===== src/rtl/sad_pkg.sv =====
// Shared definitions for the stereo SAD path: the default window, pixel and
// disparity sizes, plus the width derivations that the line buffer, the SAD
// engine and the disparity-map writer all need to agree on.
package sad_pkg;

    // Ceiling log2. Returns 0 for inputs of 0 or 1.
    function automatic int sad_clog2(input int value);
        int r;
        r = 0;
        for (int v = value - 1; v > 0; v = v >> 1) begin
            r = r + 1;
        end
        return r;
    endfunction

    // Width of a window SAD. A sum of WIN*WIN DATA_SIZE-bit terms never overflows this width.
    function automatic int sad_width(input int win, input int data_size);
        return data_size + sad_clog2(win * win);
    endfunction

    localparam int SAD_DEF_WIN       = 3;
    localparam int SAD_DEF_DATA_SIZE = 8;
    localparam int SAD_DEF_MAX_DISP  = 16;
    localparam int SAD_DEF_WIN_SIZE  = SAD_DEF_WIN * SAD_DEF_WIN;
    localparam int SAD_DEF_SAD_W     = sad_width(SAD_DEF_WIN, SAD_DEF_DATA_SIZE);
    localparam int SAD_DEF_DISP_W    = sad_clog2(SAD_DEF_MAX_DISP);

endpackage


===== src/rtl/sad_adder_tree.sv =====
// Pipelined binary adder tree with clock enable and a valid/tag sideband.
// Sums N unsigned IN_W-bit operands in $clog2(N) registered levels. A level
// with an odd operand count pairs its last operand with zero.
module sad_adder_tree
    import sad_pkg::*;
#(
    parameter int N     = 9,
    parameter int IN_W  = 8,
    parameter int TAG_W = 4,
    localparam int L     = sad_clog2(N),
    localparam int OUT_W = IN_W + L
) (
    input  logic                clk,
    input  logic                rst_n,
    input  logic                en_i,
    input  logic                vld_i,
    input  logic [TAG_W-1:0]    tag_i,
    input  logic [N*IN_W-1:0]   data_i,
    output logic                vld_o,
    output logic [TAG_W-1:0]    tag_o,
    output logic [OUT_W-1:0]    sum_o
);

    localparam int W2 = 2 * N;

    // Number of live operands at tree level k (level 0 is the input row).
    function automatic int lvl_cnt(input int k);
        return (N + (1 << k) - 1) >> k;
    endfunction

    logic [OUT_W-1:0] node_q [1:L][0:N-1];
    logic [OUT_W-1:0] node_d [1:L][0:N-1];
    logic [OUT_W-1:0] view   [0:L][0:W2-1];
    logic             vld_q  [1:L];
    logic [TAG_W-1:0] tag_q  [1:L];

    // Zero-padded view of every level so pairwise sums never read a dead slot.
    always_comb begin
        for (int k = 0; k <= L; k++) begin
            for (int j = 0; j < W2; j++) begin
                view[k][j] = '0;
            end
        end
        for (int j = 0; j < N; j++) begin
            view[0][j] = OUT_W'(data_i[j*IN_W +: IN_W]);
        end
        for (int k = 1; k <= L; k++) begin
            for (int j = 0; j < N; j++) begin
                view[k][j] = (j < lvl_cnt(k)) ? node_q[k][j] : '0;
            end
        end
    end

    // Pairwise sums feeding the next register level.
    always_comb begin
        for (int k = 1; k <= L; k++) begin
            for (int j = 0; j < N; j++) begin
                node_d[k][j] = view[k-1][2*j] + view[k-1][2*j+1];
            end
        end
    end

    // Tree data registers: advance only when the engine is not stalled.
    always_ff @(posedge clk) begin
        if (en_i) begin
            node_q <= node_d;
        end
    end

    // Sideband shift: valid is cleared by reset, tag rides along with the data.
    always_ff @(posedge clk) begin
        if (!rst_n) begin
            for (int k = 1; k <= L; k++) begin
                vld_q[k] <= 1'b0;
            end
        end else if (en_i) begin
            vld_q[1] <= vld_i;
            for (int k = 2; k <= L; k++) begin
                vld_q[k] <= vld_q[k-1];
            end
        end
    end

    // Tag shift, no reset needed: it is only looked at when the matching valid is set.
    always_ff @(posedge clk) begin
        if (en_i) begin
            tag_q[1] <= tag_i;
            for (int k = 2; k <= L; k++) begin
                tag_q[k] <= tag_q[k-1];
            end
        end
    end

    assign vld_o = vld_q[L];
    assign tag_o = tag_q[L];
    assign sum_o = node_q[L][0];

endmodule


===== src/rtl/sad_disparity_search.sv =====
// SAD engine with winner-take-all disparity search. One window pair per cycle,
// one beat per candidate disparity; every MAX_DISP beats it emits the
// disparity with the lowest SAD and that SAD.
// Build option: define SAD_TIE_FAR_EN to make equal SADs resolve to the
// larger disparity (default: the smaller one wins).
module sad_disparity_search
    import sad_pkg::*;
#(
    parameter int WIN       = SAD_DEF_WIN,
    parameter int DATA_SIZE = SAD_DEF_DATA_SIZE,
    parameter int MAX_DISP  = SAD_DEF_MAX_DISP,
    localparam int WIN_SIZE = WIN * WIN,
    localparam int SAD_W    = DATA_SIZE + sad_clog2(WIN_SIZE),
    localparam int DISP_W   = sad_clog2(MAX_DISP)
) (
    input  logic                          clk,
    input  logic                          rst_n,
    input  logic                          in_valid,
    output logic                          in_ready,
    input  logic [DATA_SIZE*WIN_SIZE-1:0] input_a,
    input  logic [DATA_SIZE*WIN_SIZE-1:0] input_b,
    output logic                          out_valid,
    input  logic                          out_ready,
    output logic [DISP_W-1:0]             out_disp,
    output logic [SAD_W-1:0]              out_sad
);

    localparam logic [DISP_W-1:0] LAST_D = DISP_W'(MAX_DISP - 1);

    function automatic logic [DATA_SIZE-1:0] abs_diff(input logic [DATA_SIZE-1:0] a,
                                                      input logic [DATA_SIZE-1:0] b);
        return (a >= b) ? (a - b) : (b - a);
    endfunction

    logic                          en;
    logic                          accept;
    logic [DISP_W-1:0]             d_cnt_q, d_cnt_d;
    logic [DATA_SIZE*WIN_SIZE-1:0] diff_p1_d, diff_p1_q;
    logic                          vld_p1_q;
    logic [DISP_W-1:0]             tag_p1_q;
    logic                          vld_t;
    logic [DISP_W-1:0]             tag_t;
    logic [SAD_W-1:0]              sum_t;
    logic                          better;
    logic                          take;
    logic                          final_hit;
    logic [SAD_W-1:0]              best_sad_q, best_sad_d;
    logic [DISP_W-1:0]             best_disp_q, best_disp_d;
    logic                          out_valid_q, out_valid_d;
    logic [DISP_W-1:0]             out_disp_q, out_disp_d;
    logic [SAD_W-1:0]              out_sad_q, out_sad_d;

    // Stall whenever a result is parked at the output; the whole pipe freezes with it.
    always_comb begin
        en      = !(out_valid_q && !out_ready);
        accept  = in_valid && en;
        d_cnt_d = d_cnt_q;
        if (accept) begin
            d_cnt_d = (d_cnt_q == LAST_D) ? '0 : d_cnt_q + 1'b1;
        end
    end

    assign in_ready = en;

    // Per-pixel absolute differences for the abs-diff register stage.
    always_comb begin
        diff_p1_d = '0;
        for (int i = 0; i < WIN_SIZE; i++) begin
            diff_p1_d[i*DATA_SIZE +: DATA_SIZE] =
                abs_diff(input_a[i*DATA_SIZE +: DATA_SIZE], input_b[i*DATA_SIZE +: DATA_SIZE]);
        end
    end

    // ---- stage 1: abs-diff register ----
    always_ff @(posedge clk) begin
        if (en) begin
            diff_p1_q <= diff_p1_d;
            tag_p1_q  <= d_cnt_q;
        end
    end

    sad_adder_tree #(
        .N     (WIN_SIZE),
        .IN_W  (DATA_SIZE),
        .TAG_W (DISP_W)
    ) u_tree (
        .clk    (clk),
        .rst_n  (rst_n),
        .en_i   (en),
        .vld_i  (vld_p1_q),
        .tag_i  (tag_p1_q),
        .data_i (diff_p1_q),
        .vld_o  (vld_t),
        .tag_o  (tag_t),
        .sum_o  (sum_t)
    );

    // ---- compare stage: running minimum, final candidate loads the output ----
    always_comb begin
`ifdef SAD_TIE_FAR_EN
        better = (sum_t <= best_sad_q);
`else
        better = (sum_t < best_sad_q);
`endif
        take        = (tag_t == '0) || better;
        best_sad_d  = take ? sum_t : best_sad_q;
        best_disp_d = take ? tag_t : best_disp_q;
        final_hit   = en && vld_t && (tag_t == LAST_D);

        out_valid_d = out_valid_q;
        out_disp_d  = out_disp_q;
        out_sad_d   = out_sad_q;
        if (final_hit) begin
            out_valid_d = 1'b1;
            out_disp_d  = best_disp_d;
            out_sad_d   = best_sad_d;
        end else if (out_valid_q && out_ready) begin
            out_valid_d = 1'b0;
        end
    end

    // Running-best registers; a d==0 candidate always overwrites, so no reset is needed.
    always_ff @(posedge clk) begin
        if (en && vld_t) begin
            best_sad_q  <= best_sad_d;
            best_disp_q <= best_disp_d;
        end
    end

    // Control state and the output register, cleared by reset.
    always_ff @(posedge clk) begin
        if (!rst_n) begin
            d_cnt_q     <= '0;
            vld_p1_q    <= 1'b0;
            out_valid_q <= 1'b0;
            out_disp_q  <= '0;
            out_sad_q   <= '0;
        end else begin
            d_cnt_q     <= d_cnt_d;
            out_valid_q <= out_valid_d;
            out_disp_q  <= out_disp_d;
            out_sad_q   <= out_sad_d;
            if (en) begin
                vld_p1_q <= in_valid;
            end
        end
    end

    assign out_valid = out_valid_q;
    assign out_disp  = out_disp_q;
    assign out_sad   = out_sad_q;

endmodule

===== config.mk =====
export PLATFORM = sky130hd
export DESIGN_NAME = sad_disparity_search
export DESIGN_NICKNAME = d
export VERILOG_FILES = /design/src/rtl/sad_pkg.sv /design/src/rtl/sad_adder_tree.sv /design/src/rtl/sad_disparity_search.sv
export SDC_FILE = /design/constraint.sdc
export NUM_CORES = 1
export LEC_CHECK = 0
export BUFFER_PORTS_ARGS = -buffer_cell sky130_fd_sc_hd__buf_2
export CAP_MARGIN = 20
export CORE_MARGIN = 2
export CORE_UTILIZATION = 50
export DETAILED_ROUTE_END_ITERATION = 16
export GPL_ROUTABILITY_DRIVEN = 0
export PLACE_DENSITY = 0.81
export SYNTH_ARGS = -nofsm -noshare
export SYNTH_HDL_FRONTEND = slang
export SYNTH_SLANG_ARGS = --single-unit
export TNS_END_PERCENT = 50

===== constraint.sdc =====
create_clock -name clk -period 7.3 [get_ports clk]
set_input_delay 1.095 -clock clk [delete_from_list [all_inputs] [get_ports clk]]
set_output_delay 1.095 -clock clk [all_outputs]
set_load 0.1 [all_outputs]

==> flow_summary.json <==
{
  "diodes": 0,
  "peakVddDrop_mv": 0.170,
  "multiInputGateArea_mm2": 0.00850,
  "synth_top_area_cell": "edfxtp_1",
  "drtPass1Iterations": 5,
  "drv_cap": 0,
  "r2r_end": "u_tree.node_q[315]$_DFFE_PN_",
  "dp_hpwl_um": 22800,
  "postCtsResizedCells": 0,
  "wl_um": 29600,
  "p_leak_nw": 8.53,
  "hp-class": "flop to flop",
  "tightestPinTransition_ps": 925,
  "hold_viol_final": 0,
  "fin_crit_ps": 3450,
  "syn-num-nets": 1938,
  "root_buffer": "clkbuf_16",
  "cts_buffer_depth": 3,
  "chipWidth_um": 185,
  "critPathCaptureType": "primary output",
  "critPathMaxStageDelay_ps": 450,
  "setup_viol": 0,
  "avgSynthCellArea_um2": 10.6,
  "cp.required_ps": 6200,
  "syn_area_mm2": 0.0165,
  "fill_cells": 2684,
  "clkTransAtPathRegs_ps": 60,
  "htreeDepth": 1,
  "grt_pass1_vias": 11200,
  "cts_sinks": 237,
  "relSlewSlack": 0.382,
  "rr_worst_depth": 4,
  "route.detailed.drc": 0,
  "hold_buffers": 0,
  "utilization": 0.567,
  "synth_edf_count": 215,
  "fin_cells": 2166,
  "slew_violations": 0,
  "endpoint": "in_ready",
  "die_h_um": 185,
  "grt_pass1_wl_um": 49200,
  "critPathKind": "input port to primary output",
  "start_util": 0.507,
  "rows": 66,
  "synth_cell_types": 61,
  "drt_iter0_drc": 505,
  "rr_startpoint": "out_valid$_SDFFE_PN0P_",
  "wire_per_inst_um": 13.7,
  "finalPower_mw": 5.59,
  "antenna_found_initial": 0,
  "post_cts_buffers": 0,
  "vias": 11400,
  "portBuffers": 165,
  "yosysSeqAreaShare": 0.419,
  "ys_warn_count": 0,
  "yosysTopAreaCellShare": 0.392,
  "clock_skew_ps": 8.67,
  "fmax_ghz": 0.290,
  "grt_max_degree": 73,
  "cellPowerDensity_mw_per_mm2": 304,
  "placed_area_mm2": 0.0177,
  "die_area_mm2": 0.0344,
  "path_max_fanout": 67,
  "critical_path_arrival_ps": 2360,
  "synth.area.top_cells": "edfxtp_1, ha_1, inv_1, xnor2_1, fa_1",
  "cp_cell_sequence": "buf_2 > nor2b_1 > inv_8 > buf_2",
  "dp.cells": 2123,
  "clkLatencyLatePin_ps": 510,
  "final_cell_mix": "inv_1, ha_1, edfxtp_1",
  "numCtsBuffers": 25,
  "hold_path.startpoint": "u_tree.node_q[289]$_DFFE_PN_",
  "tns_ps": 0,
  "core_mm2": 0.0325,
  "io_pins": 166,
  "final_area_mm2": 0.0184,
  "grt_usage": 0.170,
  "syn_inst": 1549,
  "final_nets": 2097,
  "ff_latch_area_mm2": 0.00690,
  "layout-drive-gt1-share": 0.141,
  "cpMaxStageDelayCell": "nor2b_1",
  "overflow": 0,
  "final_common_cell": "inv_1",
  "status": "complete, no violations",
  "startpoint_type": "input port",
  "ys_ff_latch": 237,
  "startpoint": "out_ready",
  "tritoncts": "yes",
  "area_delta_synth_final_pct": 11.8,
  "synth_top_flop_cell": "edfxtp_1",
  "ant_nets": 0,
  "cpMostUsedCell": "buf_2",
  "worst-r2r-setup-slack_ps": 4430,
  "rsz0062_at_grt": "false",
  "async_reset_ff_frac": 0,
  "period_share": 0.473,
  "avgViaCountPerCell": 5.27
}
## logic make-up after synthesis
group / synth area share
buf+inv: 0.0649
mux: 0.0410
xor+xnor: 0.0564
compound gates: 0.139
simple gates: 0.0844
flops: 0.419
fa+ha+maj: 0.195
## critical path: cells and delay by family
family / cells / cell delay [ps]
buf+inv: 3 / 780
simple gates: 1 / 450
## final cells by class
cell class              instances  share of cell area
clock buffers                  29              0.0348
inverters                     230              0.0473
multi-input cells            1044               0.462
flip-flops and latches        237               0.375
well taps                     442              0.0300
repair buffers                170              0.0469
clock inverters                14             0.00455
## Yosys cell counts (17+ instances only)
library cell / count
a211oi_1: 20
inv_1: 229
o21ai_0: 101
a21o_1: 27
ha_1: 215
nor2_1: 55
fa_1: 26
nand4_1: 17
nor2b_1: 48
dfxtp_1: 22
buf_2: 22
xnor2_1: 63
nand3_1: 29
mux2_2: 19
a21boi_0: 19
xor2_1: 43
nand2_1: 59
edfxtp_1: 215
nor3_1: 22
a21oi_1: 97
a31oi_1: 26
mux2i_1: 39
## flip-flops by register name, summed over array words and instances, names as in the netlist, 12 cells and up
signal	cells
best_sad_q	12
diff_p1_q	72
out_sad	12
u_tree.node_q	91
u_tree.sum_o	12
u_tree.tag_q	16
## worst min-delay path by stage
stage,depth (start not counted),slack (ps),end
floorplan,0,400,u_tree.node_q[192]$_DFFE_PN_
CTS,0,420,u_tree.node_q[196]$_DFFE_PN_
global placement,0,400,u_tree.tag_q[0][15]$_DFFE_PN_
finish,0,410,u_tree.node_q[193]$_DFFE_PN_
detailed placement,0,400,u_tree.node_q[196]$_DFFE_PN_
global route,0,420,u_tree.node_q[376]$_DFFE_PN_
## report_power, final
| group | switching, mW | internal, mW |
|---|---|---|
| Sequential | 0.174 | 2.08 |
| Clock | 0.478 | 0.655 |
| Combinational | 1.16 | 1.04 |
## metal layers
layer  routed length [um]  vias up  track usage
met2                14300      228        0.300
met4                  691        0       0.0476
li1                     -     5798            -
met1                13600     5347        0.222
met5                    0        -            0
met3                 1000       51       0.0200
## per-stage QoR
step,setup WS (ps),hold slack [ps]
6_report,3850,412
5_1_grt,3770,424
4_1_cts,3840,419
3_5_place_dp,3530,405
3_3_place_gp,3640,401
2_1_floorplan,2540,400
(Power assumes the default switching activity.)
